--- src/rtl/ahb_slave_regs_if.sv ---
// AHB-Lite slave-side bus bundle for the register block.
// Latency: none, wires only.
// Backpressure: HREADYOUT from the slave, HREADY is returned by the interconnect.
interface ahb_slave_regs_if #(
   parameter int ADDR_BITS = 32,
   parameter int DATA_BITS = 32
);
   logic                 HSEL;
   logic [ADDR_BITS-1:0] HADDR;
   logic [1:0]           HTRANS;
   logic                 HWRITE;
   logic [2:0]           HSIZE;
   logic [2:0]           HBURST;
   logic [DATA_BITS-1:0] HWDATA;
   logic                 HREADY;
   logic [DATA_BITS-1:0] HRDATA;
   logic                 HREADYOUT;
   logic [1:0]           HRESP;

   // HREADY sits with the master side because the interconnect drives it.
   modport master (
      output HSEL, HADDR, HTRANS, HWRITE, HSIZE, HBURST, HWDATA, HREADY,
      input  HRDATA, HREADYOUT, HRESP
   );

   modport slave (
      input  HSEL, HADDR, HTRANS, HWRITE, HSIZE, HBURST, HWDATA, HREADY,
      output HRDATA, HREADYOUT, HRESP
   );
endinterface

--- src/rtl/ahb_slave_regs.sv ---
// AHB-Lite register bank: NUM_REGS 32-bit registers, the last one a read-only ID.
// Latency: WAIT_STATES stall cycles per OKAY data phase; errors take two cycles.
// Backpressure: HREADYOUT low while waiting or during ERR1; next address taken in the completing cycle.
module ahb_slave_regs #(
   parameter int          ADDR_BITS   = 32,
   parameter int          DATA_BITS   = 32,
   parameter int          NUM_REGS    = 16,
   parameter int          WAIT_STATES = 1,
   parameter logic [31:0] ID_VALUE    = 32'h5A5A_0001
) (
   input logic HCLK,
   input logic HRESETn,
   ahb_slave_regs_if.slave bus
);

   localparam int                   IDX_BITS   = $clog2(NUM_REGS);
   localparam logic [IDX_BITS-1:0]  ID_IDX     = IDX_BITS'(NUM_REGS - 1);
   localparam logic [ADDR_BITS-1:0] ADDR_LIMIT = ADDR_BITS'(NUM_REGS * 4);
   localparam logic [2:0]           WS_LOAD    = (WAIT_STATES > 0) ? 3'(WAIT_STATES - 1) : 3'd0;

   typedef enum logic [1:0] {IDLE, WAIT, ERR1, ERR2} state_t;

   state_t              state_q, state_d;
   logic [2:0]          wcnt_q, wcnt_d;
   // done_q marks the completing data-phase cycle of an OKAY transfer.
   logic                done_q, done_d;
   logic                latch_en;
   logic [IDX_BITS-1:0] a_idx_q;
   logic [1:0]          a_lane_q;
   logic [1:0]          a_size_q;
   logic                a_write_q;
   logic [DATA_BITS-1:0] regs_q [NUM_REGS];

   logic                accept;
   logic                req_err;
   logic                hready_o;
   logic [1:0]          hresp_o;
   logic [3:0]          byte_en;
   logic                wr_commit;
   logic [DATA_BITS-1:0] rd_word;
   logic                unused_burst;

   // Only IDLE and ERR2 present HREADYOUT=1, so only they can take an address phase.
   assign accept  = bus.HSEL & bus.HTRANS[1] & bus.HREADY & ((state_q == IDLE) | (state_q == ERR2));
   assign req_err = (bus.HADDR >= ADDR_LIMIT)
                  | (bus.HSIZE > 3'b010)
                  | ((bus.HSIZE == 3'b001) & bus.HADDR[0])
                  | ((bus.HSIZE == 3'b010) & (bus.HADDR[1:0] != 2'b00));

   // Burst type carries no meaning here; every beat is decoded on its own.
   assign unused_burst = ^bus.HBURST;

   // Next-state, wait counter and bus response for the current data phase.
   always_comb begin
      state_d  = state_q;
      wcnt_d   = wcnt_q;
      done_d   = 1'b0;
      latch_en = 1'b0;
      hready_o = 1'b1;
      hresp_o  = 2'b00;
      case (state_q)
         IDLE, ERR2: begin
            if (state_q == ERR2) hresp_o = 2'b01;
            state_d = IDLE;
            if (accept) begin
               latch_en = 1'b1;
               if (req_err) begin
                  state_d = ERR1;
               end else if (WAIT_STATES == 0) begin
                  done_d = 1'b1;
               end else begin
                  state_d = WAIT;
                  wcnt_d  = WS_LOAD;
               end
            end
         end
         WAIT: begin
            hready_o = 1'b0;
            if (wcnt_q == 3'd0) begin
               state_d = IDLE;
               done_d  = 1'b1;
            end else begin
               wcnt_d = wcnt_q - 3'd1;
            end
         end
         ERR1: begin
            hready_o = 1'b0;
            hresp_o  = 2'b01;
            state_d  = ERR2;
         end
         default: state_d = IDLE;
      endcase
   end

   // Control state and the latched address-phase attributes.
   always_ff @(posedge HCLK or negedge HRESETn) begin
      if (!HRESETn) begin
         state_q   <= IDLE;
         wcnt_q    <= 3'd0;
         done_q    <= 1'b0;
         a_idx_q   <= '0;
         a_lane_q  <= 2'b00;
         a_size_q  <= 2'b00;
         a_write_q <= 1'b0;
      end else begin
         state_q <= state_d;
         wcnt_q  <= wcnt_d;
         done_q  <= done_d;
         if (latch_en) begin
            a_idx_q   <= bus.HADDR[IDX_BITS+1:2];
            a_lane_q  <= bus.HADDR[1:0];
            a_size_q  <= bus.HSIZE[1:0];
            a_write_q <= bus.HWRITE;
         end
      end
   end

   // Little-endian byte lanes touched by the transfer in its data phase.
   always_comb begin
      byte_en = 4'b1111;
      case (a_size_q)
         2'b00:   byte_en = 4'b0001 << a_lane_q;
         2'b01:   byte_en = a_lane_q[1] ? 4'b1100 : 4'b0011;
         default: byte_en = 4'b1111;
      endcase
   end

   // HWDATA is valid in the completing cycle, so the write lands on the edge ending it.
   assign wr_commit = done_q & a_write_q & (a_idx_q != ID_IDX);

   // Register storage; the ID slot is never written and reads back ID_VALUE.
   always_ff @(posedge HCLK or negedge HRESETn) begin
      if (!HRESETn) begin
         for (int i = 0; i < NUM_REGS; i++) regs_q[i] <= '0;
      end else if (wr_commit) begin
         for (int b = 0; b < 4; b++) begin
            if (byte_en[b]) regs_q[a_idx_q][8*b +: 8] <= bus.HWDATA[8*b +: 8];
         end
      end
   end

   assign rd_word       = (a_idx_q == ID_IDX) ? ID_VALUE : regs_q[a_idx_q];
   assign bus.HRDATA    = (done_q & ~a_write_q) ? rd_word : '0;
   assign bus.HREADYOUT = hready_o;
   assign bus.HRESP     = hresp_o;

endmodule

--- src/flat_wrapper.sv ---
// flat-port wrapper written by rule: the top's interface ports become plain ports
module ahb_slave_regs_flat 
#(
   parameter int          ADDR_BITS   = 32,
   parameter int          DATA_BITS   = 32,
   parameter int          NUM_REGS    = 16,
   parameter int          WAIT_STATES = 1,
   parameter logic [31:0] ID_VALUE    = 32'h5A5A_0001
)
  (HCLK, HRESETn, bus_HSEL, bus_HADDR, bus_HTRANS, bus_HWRITE, bus_HSIZE, bus_HBURST, bus_HWDATA, bus_HREADY, bus_HRDATA, bus_HREADYOUT, bus_HRESP);
  ahb_slave_regs_if #(.ADDR_BITS(ADDR_BITS), .DATA_BITS(DATA_BITS)) bus_i ();
  input logic HCLK;
  input logic HRESETn;
  input wire logic [$bits(bus_i.HSEL)-1:0] bus_HSEL;
  input wire logic [$bits(bus_i.HADDR)-1:0] bus_HADDR;
  input wire logic [$bits(bus_i.HTRANS)-1:0] bus_HTRANS;
  input wire logic [$bits(bus_i.HWRITE)-1:0] bus_HWRITE;
  input wire logic [$bits(bus_i.HSIZE)-1:0] bus_HSIZE;
  input wire logic [$bits(bus_i.HBURST)-1:0] bus_HBURST;
  input wire logic [$bits(bus_i.HWDATA)-1:0] bus_HWDATA;
  input wire logic [$bits(bus_i.HREADY)-1:0] bus_HREADY;
  output wire logic [$bits(bus_i.HRDATA)-1:0] bus_HRDATA;
  output wire logic [$bits(bus_i.HREADYOUT)-1:0] bus_HREADYOUT;
  output wire logic [$bits(bus_i.HRESP)-1:0] bus_HRESP;
  assign bus_i.HSEL = bus_HSEL;
  assign bus_i.HADDR = bus_HADDR;
  assign bus_i.HTRANS = bus_HTRANS;
  assign bus_i.HWRITE = bus_HWRITE;
  assign bus_i.HSIZE = bus_HSIZE;
  assign bus_i.HBURST = bus_HBURST;
  assign bus_i.HWDATA = bus_HWDATA;
  assign bus_i.HREADY = bus_HREADY;
  assign bus_HRDATA = bus_i.HRDATA;
  assign bus_HREADYOUT = bus_i.HREADYOUT;
  assign bus_HRESP = bus_i.HRESP;
  ahb_slave_regs #(.ADDR_BITS(ADDR_BITS), .DATA_BITS(DATA_BITS), .NUM_REGS(NUM_REGS), .WAIT_STATES(WAIT_STATES), .ID_VALUE(ID_VALUE)) u_core (.HCLK(HCLK), .HRESETn(HRESETn), .bus(bus_i));
endmodule
--- config.mk ---
export PLATFORM = sky130hd
export DESIGN_NAME = ahb_slave_regs_flat
export DESIGN_NICKNAME = d
export VERILOG_FILES = /design/src/rtl/ahb_slave_regs_if.sv /design/src/rtl/ahb_slave_regs.sv /design/src/flat_wrapper.sv
export SDC_FILE = /design/constraint.sdc
export NUM_CORES = 1
export LEC_CHECK = 0
export CAP_MARGIN = 20
export CORE_UTILIZATION = 50
export DETAILED_ROUTE_END_ITERATION = 8
export GPL_ROUTABILITY_DRIVEN = 0
export PLACE_DENSITY = 0.8
export SLEW_MARGIN = 20
export SYNTH_ARGS = -nofsm -noshare
export SYNTH_HDL_FRONTEND = slang
export SYNTH_SLANG_ARGS = --single-unit
--- constraint.sdc ---
create_clock -name HCLK -period 2.5 [get_ports HCLK]
set_clock_uncertainty 0.15 [all_clocks]
set_input_delay 0.625 -clock HCLK [delete_from_list [all_inputs] [get_ports HCLK]]
set_output_delay 0.625 -clock HCLK [all_outputs]
set_load 0.02 [all_outputs]
==> flow_metrics.env, run 1 <==
export IMPL_crit_path_end_kind="output port"
export IMPL_netlist_area_um2=23700
export IMPL_cp_required_ns=1.73
export IMPL_drc=4
export IMPL_hold_viol_final=0
export IMPL_fin_crit_sh_pct=138
export IMPL_drt_iter0_drc=999
export IMPL_dp_hpwl_mm=36.0
export IMPL_use_met1_pct=32.3
export IMPL_violations="design-rule violations, negative setup slack"
export IMPL_htreeDepth=2
export IMPL_worstSkewPairLatency_ns=0.59
export IMPL_synth_seq_cells=518
export IMPL_antenna_found_initial=0
export IMPL_grt_overflow_total=0
export IMPL_setup_viol=304
export IMPL_busiest_layer="met2"
export IMPL_clk_pin_slew_worst_paths_ns=0.06
export IMPL_coreArea_um2=46700
export IMPL_io_pins=112
export IMPL_grt_pass1_vias=15400
export IMPL_hold_path_class="flop to flop"
export IMPL_n_fill_cell=3099
export IMPL_async_flop_share_pct=100
export IMPL_critPathLaunchType="flop"
export IMPL_ys_types=46
export IMPL_slew_viol_final=0
export IMPL_chipHeight_um=220
export IMPL_grt_first_pass_wirelength_mm=89.7
export IMPL_rsz0062_at_grt="true"
export IMPL_grt_use_total_pct=24.6
export IMPL_ys_flop_type="dfrtp_1"
export IMPL_cts_inserted_buffers=51
export IMPL_detail_route_wl_per_cell_um=25.1
export IMPL_path_class="flop to output port"
export IMPL_ys_top_cells_by_count="dfrtp_1, mux2_2, mux4_2, clkbuf_1, mux2i_1"
export IMPL_fin_area_um2=29900
export IMPL_synth_edf_count=0
export IMPL_clock_root_buffer="clkbuf_16"
export IMPL_maxCapViolations=0
export IMPL_cts_sinks=518
export IMPL_syn_avg_cell_area_um2=15.7
export IMPL_diodes=0
export IMPL_drtAntennaViolNets=0
export IMPL_tightest_slew_ns=0.695
export IMPL_drt_pass1_iter_count=7
export IMPL_die_w_um=220
export IMPL_crit_fanout=7
export IMPL_die_area_um2=48200
export IMPL_cts_path_max_buffers=3
export IMPL_status="complete, but fails checks"
export IMPL_period_needed_ns=3.45
export IMPL_seq_area_frac_synth_pct=54.7
export IMPL_yosysMostFrequentCell="dfrtp_1"
export IMPL_via_count=14300
export IMPL_setup_ws_ns=-0.954
export IMPL_rows=79
export IMPL_portBuffers=106
export IMPL_yosys_top_cells_area="dfrtp_1, mux2_2, mux4_2"
export IMPL_layout_drive_gt1_share_pct=58.7
export IMPL_viasPerCell=6.02
export IMPL_synth_top_area_cell="dfrtp_1"
export IMPL_synth_top_area_share_pct=54.7
export IMPL_dpl_cell_area_um2=26800
export IMPL_netlist_instances=1508
export IMPL_yosysWarnings=0
export IMPL_grt_max_degree=98
export IMPL_routed_wl_mm=59.5
export IMPL_grtUsageMet3_pct=4.00
export IMPL_ir_worst_vdd_uv=441
export IMPL_powerDensity_nw_per_um2=693
export IMPL_nNetsFinal=1815
export IMPL_area_delta_synth_final_pct=26.4
export IMPL_cp_arrival_ns=2.68
export IMPL_max_freq_ghz=0.290
export IMPL_synth_fp_nets=1590
export IMPL_cellLeakagePower_nw=12.9
export IMPL_slew_headroom_pct=53.6
export IMPL_start_util_pct=50.8
export IMPL_total_power_mw=20.7
export IMPL_use_met2_pct=42.2
export IMPL_cts_tree="built"
## final cells by class
class	instances	area, um2	share of cell area [%]
repair buffers	283	3470	11.6
clock buffers	73	1530	5.11
multi-input cells	871	11100	37.0
clock inverters	14	76.3	0.255
well taps	607	759	2.54
inverters	8	30.0	0.100
flip-flops and latches	518	13000	43.4
## critical path, cell delays in order, from the launching register on
cell,delay (ns)
dfrtp_4,0.55
buf_8,0.18
mux4_2,0.53
mux4_2,0.47
nor2b_1,0.17
buf_2,0.18
## kinds of logic after synthesis
| logic type | Yosys count | synth area share (%) |
|---|---|---|
| muxes | 674 | 37.8 |
| other | 1 | 0.0158 |
| AOI/OAI and AO/OA | 55 | 1.38 |
| adders and majority gates | 5 | 0.264 |
| and+or+nand+nor | 136 | 3.57 |
| DFF | 518 | 54.7 |
| buffers and inverters | 119 | 2.18 |
## per-stage QoR
step	cells	setup slack [ns]	util [%]	TNS, ns	hold WS, ns
final	2374	-0.954	64.1	-68.91	0.227
after global routing	2374	-0.986	64.1	-83.16	0.233
after CTS	2354	-0.989	62.1	-34.91	0.227
after detailed placement	2245	-0.739	57.4	-54.90	0.213
after global placement	2245	-0.705	57.4	-49.19	0.210
after floorplan	1508	-0.0328	-	-0.788	0.179
## layout by cell type (no fill, tap or decap), types with 21 or more instances in the layout
cell / n
o21ai_0: 21
clkbuf_16: 55
mux2_4: 72
dfrtp_1: 515
buf_12: 52
mux2_2: 417
clkdlybuf4s50_1: 71
mux2i_2: 21
nand2_1: 25
o22ai_2: 21
buf_6: 54
buf_4: 74
mux2i_1: 31
mux4_2: 128
## sequential cells by signal (all words and copies together) (netlist names)
signal            flops
u_core.a_lane_q       2
u_core.a_write_q      1
u_core.a_size_q       2
u_core.done_q         1
u_core.wcnt_q         3
u_core.state_q        2
u_core.a_idx_q        4
u_core.regs_q       503
## final timing paths
check	from	to	slack, ns	cells after the start
setup / recovery	u_core.a_idx_q[0]$_DFFE_PN0P_	bus_HRDATA[30]	-0.95	5
hold / removal	u_core.regs_q[5]$_DFFE_PN0P_	u_core.regs_q[5]$_DFFE_PN0P_	0.23	0
hold reg to reg	u_core.regs_q[5]$_DFFE_PN0P_	u_core.regs_q[5]$_DFFE_PN0P_	0.23	0
max in group asynchronous	HRESETn	u_core.regs_q[33]$_DFFE_PN0P_	1.00	3
min in group asynchronous	HRESETn	u_core.regs_q[314]$_DFFE_PN0P_	0.37	2
setup reg to reg	u_core.a_idx_q[0]$_DFFE_PN0P_	u_core.regs_q[483]$_DFFE_PN0P_	-0.39	8
## timing repair
action	CTS	global route
buffers inserted	15	19
endpoints found under the setup margin	304	346
cloned	6	4
hold endpoints to repair	24	0
resized for setup	231	202
hold buffers	1	0
pin swaps	6	23
## power breakdown
part	internal, mW	switching (mW)	total (mW)
sequential	8.74	0.216	8.95
combinational	2.35	2.03	4.39
clock	4.22	3.18	7.39
total	15.3	5.42	20.7
## per-layer routing
metal	part of all wire (%)	wire, um	vias up
met3	4.6	2750	118
li1	-	-	6070
met4	3.0	1790	0
met2	51	30600	386
met5	0	0	-
met1	41	24400	7725
Power figures use the tool's default switching activity.
==> run 2: changes to the inputs <==
Settings changed: SETUP_SLACK_MARGIN set to 0.05.
Clock period 2.5 ns to 2.8 ns, I/O delays scaled along.
==> flow_metrics.env, run 2 (synthesized netlist as in run 1, its figures left out) <==
export IMPL_drt_pass1_iter_count=6
export IMPL_area_delta_synth_final_pct=20.9
export IMPL_combPwrFrac_pct=19.9
export IMPL_crit_path_end_kind="output port"
export IMPL_critPathLaunchType="flop"
export IMPL_p_sw_mw=4.68
export IMPL_grt_pass1_vias=15300
export IMPL_detail_route_wl_per_cell_um=24.0
export IMPL_crit_fanout=8
export IMPL_powerDensity_nw_per_um2=637
export IMPL_cts_sinks=518
export IMPL_dp_cells=2191
export IMPL_grt_overflow_total=0
export IMPL_worstHoldStart="u_core.regs_q[29]$_DFFE_PN0P_"
export IMPL_start_util_pct=50.8
export IMPL_top_register="u_core.regs_q"
export IMPL_diodes=0
export IMPL_cts_path_max_buffers=3
export IMPL_io_pins=112
export IMPL_setup_tns_final_ns=-19.10
export IMPL_die_w_um=220
export IMPL_viasPerCell=5.89
export IMPL_grt_use_total_pct=24.1
export IMPL_cts_inserted_buffers=51
export IMPL_setup_ws_ns=-0.701
export IMPL_portBuffers=106
export IMPL_utilization_pct=61.3
export IMPL_status="complete, but fails checks"
export IMPL_rows=79
export IMPL_violations="design-rule violations, negative setup slack"
export IMPL_final_common_cell="dfrtp_1"
export IMPL_cp_arrival_ns=2.65
export IMPL_chipHeight_um=220
export IMPL_cellLeakagePower_nw=12.4
export IMPL_cts_tree="built"
export IMPL_rr_startpoint="u_core.a_idx_q[0]$_DFFE_PN0P_"
export IMPL_max_freq_ghz=0.286
export IMPL_period_needed_ns=3.50
export IMPL_fin_area_um2=28600
export IMPL_place_ws_ns=-0.443
export IMPL_dp_hpwl_mm=34.7
export IMPL_drtAntennaViolNets=0
export IMPL_nNetsFinal=1760
export IMPL_final_cell_mix="dfrtp_1, mux2_2, mux4_2"
export IMPL_routed_wl_mm=55.8
export IMPL_clock_root_buffer="clkbuf_16"
export IMPL_path_class="flop to output port"
export IMPL_clk_pin_slew_worst_paths_ns=0.06
export IMPL_maxCapViolations=0
export IMPL_total_power_mw=18.2
export IMPL_dpl_cell_area_um2=25900
export IMPL_fin_crit_sh_pct=125
export IMPL_htreeDepth=2
export IMPL_crit_path_start="u_core.a_idx_q[0]$_DFFE_PN0P_"
export IMPL_slew_headroom_pct=37.9
export IMPL_fin_cells=2325
export IMPL_seqPwrFrac_pct=43.8
export IMPL_reg_largest_list="u_core.regs_q (503), u_core.a_idx_q (4), u_core.wcnt_q (3)"
export IMPL_slew_viol_final=0
export IMPL_min_delay_path_depth=0
export IMPL_die_area_um2=48200
export IMPL_rsz0062_at_grt="true"
export IMPL_rr_worst_depth=7
export IMPL_worstSkewPairLatency_ns=0.58
export IMPL_layout_drive_gt1_share_pct=55.8
export IMPL_drt_iter0_drc=910
export IMPL_grt_first_pass_wirelength_mm=88.5
export IMPL_tightest_slew_ns=0.931
export IMPL_coreArea_um2=46700
export IMPL_p_clk_share_pct=36.3
export IMPL_via_count=13700
export IMPL_n_fill_cell=3298
export IMPL_p_sw_share_pct=25.7
export IMPL_timing_hold_ws_ns=0.224
export IMPL_hold_path_class="flop to flop"
export IMPL_cp_required_ns=1.95
export IMPL_ir_worst_vdd_uv=526
export IMPL_largest_register_ff_count=503
export IMPL_setup_viol=32
export IMPL_hold_viol_final=0
export IMPL_drc=2
export IMPL_antenna_found_initial=1
export IMPL_grt_max_degree=112
export IMPL_internal_power_mw=13.5
run 2: power by group through the flow:
stage / combinational, mW / sequential [mW] / clock (mW)
after detailed placement: 3.00 / 8.10 / 0
after global routing: 3.86 / 8.01 / 7.01
after floorplan: 1.99 / 8.03 / 0
after global placement: 2.94 / 8.08 / 0
after CTS: 3.57 / 7.98 / 6.70
final: 3.64 / 7.98 / 6.61
run 2: repair_timing:
item                                    CTS  global route
hold endpoints to repair                 21             0
resized for setup                       280            69
cloned                                    7             3
buffers inserted                         33             6
hold buffers                              1             0
endpoints found under the setup margin  199           255
pin swaps                                17            14
run 2: worst paths after layout:
check / endpoint / slack (ns)
max: bus_HRDATA[30] / -0.70
min: u_core.regs_q[29]$_DFFE_PN0P_ / 0.22
max reg2reg: u_core.regs_q[131]$_DFFE_PN0P_ / 0.04
min reg2reg: u_core.regs_q[29]$_DFFE_PN0P_ / 0.22
max in group asynchronous: u_core.regs_q[329]$_DFFE_PN0P_ / 1.14
min in group asynchronous: u_core.regs_q[472]$_DFFE_PN0P_ / 0.42
run 2: routing by layer:
layer / track usage, % / vias to the layer above / wire length, um
li1: - / 5955 / -
met1: 31.7 / 7325 / 23200
met2: 40.5 / 307 / 28300
met3: 3.99 / 96 / 2630
met4: 8.60 / 2 / 1720
met5: 0 / - / 9
run 2: final cells by class:
class                   instances  area (um2)  share of cell area (%)
clock buffers                  81        1510                    5.27
multi-input cells             871       10700                    37.4
flip-flops and latches        518       13000                    45.3
well taps                     607         759                    2.65
inverters                       8        30.0                   0.105
clock inverters                12        96.3                   0.337
repair buffers                228        2540                    8.89
run 2: worst max-delay path, cell delays in order, from the launching register on:
cell and delay [ns]:
dfrtp_4 0.51, buf_12 0.14, buf_12 0.13, mux4_2 0.51
mux4_2 0.49, nor2b_4 0.15, buf_6 0.14
==> variant: new RTL, settings of run 1 <==
`WAIT_STATES` is set to 1 in 2 places; all go to 0.
--- a/src/rtl/ahb_slave_regs.sv
+++ b/src/rtl/ahb_slave_regs.sv
@@ -6,5 +6,5 @@
    parameter int          DATA_BITS   = 32,
    parameter int          NUM_REGS    = 16,
-   parameter int          WAIT_STATES = 1,
+   parameter int          WAIT_STATES = 0,
    parameter logic [31:0] ID_VALUE    = 32'h5A5A_0001
 ) (
--- a/src/flat_wrapper.sv
+++ b/src/flat_wrapper.sv
@@ -5,5 +5,5 @@
    parameter int          DATA_BITS   = 32,
    parameter int          NUM_REGS    = 16,
-   parameter int          WAIT_STATES = 1,
+   parameter int          WAIT_STATES = 0,
    parameter logic [31:0] ID_VALUE    = 32'h5A5A_0001
 )
Check against the original RTL: not settled (the Yosys comparison gave no result); the edit may change what the design does.
==> variant against run 1 <==
The run ends with setup timing left. Via count fell by 0.98%. Routed wire length fell by 3.7%. Sequential cell count did not move. First-iteration DRC count fell by 5.5%. Setup slack improved by 0.21 ns. Design area fell by 4.3%. Area after synthesis fell by 1.5%. Power rose by 3.0%. Highest routed layer unchanged.
==> variant: results (changes against run 1) <==
[worst_setup_path]
r2r_slack_ns=0.01  ; was -0.39 ns
r2r_start=u_core.a_idx_q[1]$_DFFE_PN0P_  ; was u_core.a_idx_q[0]$_DFFE_PN0P_
path_delay_family=buffers and inverters  ; was multiplexers
rr_endpoint=u_core.regs_q[320]$_DFFE_PN0P_  ; was u_core.regs_q[483]$_DFFE_PN0P_
r2r_cells=6  ; was 8
critical-path-max-stage-delay_ns=0.57  ; was 0.55 ns
crit_arrival_ns=2.47  ; was 2.68 ns
crit_fanout=8  ; was 7

[drt]
routed_wl_um=57300  ; was 59500 um
dr_total_vias=14200  ; was 14.3k
drt_first_pass_iters=5  ; was 7
drtIter0Drc=944  ; was 999

[synthesis]
synthDistinctLibCells=45  ; was 46
ys_seq_area_share_pct=55.6  ; was 54.7%
syn_nets=1604  ; was 1590
netlist_top_cells_count=518 x dfrtp_1, 489 x mux2_2, 110 x mux4_2  ; was 518 x dfrtp_1, 489 x mux2_2, 128 x mux4_2

[global_routing]
grt_pass1_wl_um=89200  ; was 89700 um
grtUsageTotal_pct=24.6  ; about the same
grt_max_degree=86  ; was 98
grt_pass1_vias=15500  ; was 15.4k

[sta]
setup_viol=32  ; was 304
relSlewSlack_pct=55.0  ; was 53.6%
layout_setup_ws_ns=-0.744  ; was -0.954 ns

[hold_path]
hold_end=u_core.regs_q[12]$_DFFE_PN0P_  ; was u_core.regs_q[5]$_DFFE_PN0P_
hold_path_startpoint=u_core.regs_q[12]$_DFFE_PN0P_  ; was u_core.regs_q[5]$_DFFE_PN0P_
min_path_cells=0  ; unchanged

[placed_design]
dp_hpwl_um=36800  ; was 36000 um
dp_slack_ns=-0.557  ; was -0.739 ns

[status]
violations=setup timing  ; was DRC, setup timing
outcome=finished with violations  ; unchanged

[final_layout]
final_nets=1805  ; was 1815
drive_gt1_share_pct=56.6  ; was 58.7%
num-fill-cells=3152  ; was 3099

[cts]
clkLatencyLatePin_ns=0.59  ; about the same
cts_buffers=52  ; was 51

[pwr]
vdd_drop_max_uv=604  ; was 441 uV
p_leak_nw=12.4  ; was 12.9 nW

## variant: stage by stage
| step | TNS [ns] | hold WS, ns | utilization [%] | cell area [sq um] | cells |
|---|---|---|---|---|---|
| 6_report | -22.05 | 0.220 | 62.7 | 28600 | 2360 |
| 3_5_place_dp | -16.38 | 0.213 | 57.1 | 26100 | 2250 |
| 3_3_place_gp | -15.74 | 0.210 | 57.1 | 26100 | 2250 |
| 4_1_cts | -23.75 | 0.226 | 62.0 | 28300 | 2357 |
| 5_1_grt | -24.34 | 0.230 | 62.7 | 28600 | 2360 |
| 2_1_floorplan | -1.70 | 0.179 | - | 23300 | 1522 |
## variant: cells by family (layout without fill, tap and decap cells)
logic type / Yosys count / in the layout / synth area share (%)
muxes: 617 / 617 / 35.0
DFF: 518 / 518 / 55.6
and+or+nand+nor: 165 / 165 / 3.76
buffers and inverters: 118 / 356 / 2.08
AOI/OAI and AO/OA: 96 / 96 / 3.18
adders and majority gates: 5 / 5 / 0.268
xor gates and xnor gates: 2 / 2 / 0.0752
other: 1 / 1 / 0.0161
## variant: layout make-up
type / count / area share [%]
clock buffers: 82 / 5.46
clock inverters: 9 / 0.454
inverters: 6 / 0.0786
multi-input cells: 886 / 36.1
flip-flops and latches: 518 / 45.3
well taps: 600 / 2.62
repair buffers: 259 / 10.0
## variant: power by group
group | internal, W | total [W] | switching [W]
Sequential | 0.00900 | 0.00937 | 0.000368
Combinational | 0.00236 | 0.00431 | 0.00195
Clock | 0.00448 | 0.00769 | 0.00320
## variant: how the worst max path moves through the flow
stage	to	cells past startpoint	slack [ns]	startpoint
3_3_place_gp	bus_HRDATA[14]	6	-0.56	u_core.a_idx_q[0]$_DFFE_PN0P_
5_1_grt	bus_HRDATA[10]	6	-0.81	u_core.a_idx_q[0]$_DFFE_PN0P_
4_1_cts	bus_HRDATA[26]	7	-0.77	u_core.a_idx_q[0]$_DFFE_PN0P_
6_report	bus_HRDATA[4]	7	-0.74	u_core.a_idx_q[0]$_DFFE_PN0P_
2_1_floorplan	bus_HRDATA[14]	6	-0.07	u_core.a_idx_q[0]$_DFFE_PN0P_
3_5_place_dp	bus_HRDATA[12]	6	-0.56	u_core.a_idx_q[0]$_DFFE_PN0P_
## variant: what timing repair did
action | in CTS | in global routing
setup buffers | 12 | 1
resized for setup | 242 | 69
setup endpoints to repair | 59 | 177
endpoints found under the hold margin | 32 | 0
hold buffers | 1 | 0
cloned | 4 | 4
pin swaps | 27 | 38
## variant: per-layer routing
metal	up-vias	part of all wire (%)	GRT usage (%)
li1	6076	-	-
met1	7566	42	32.7
met2	413	49	40.1
met3	104	5.5	4.59
met4	0	2.9	9.39
met5	-	0	0
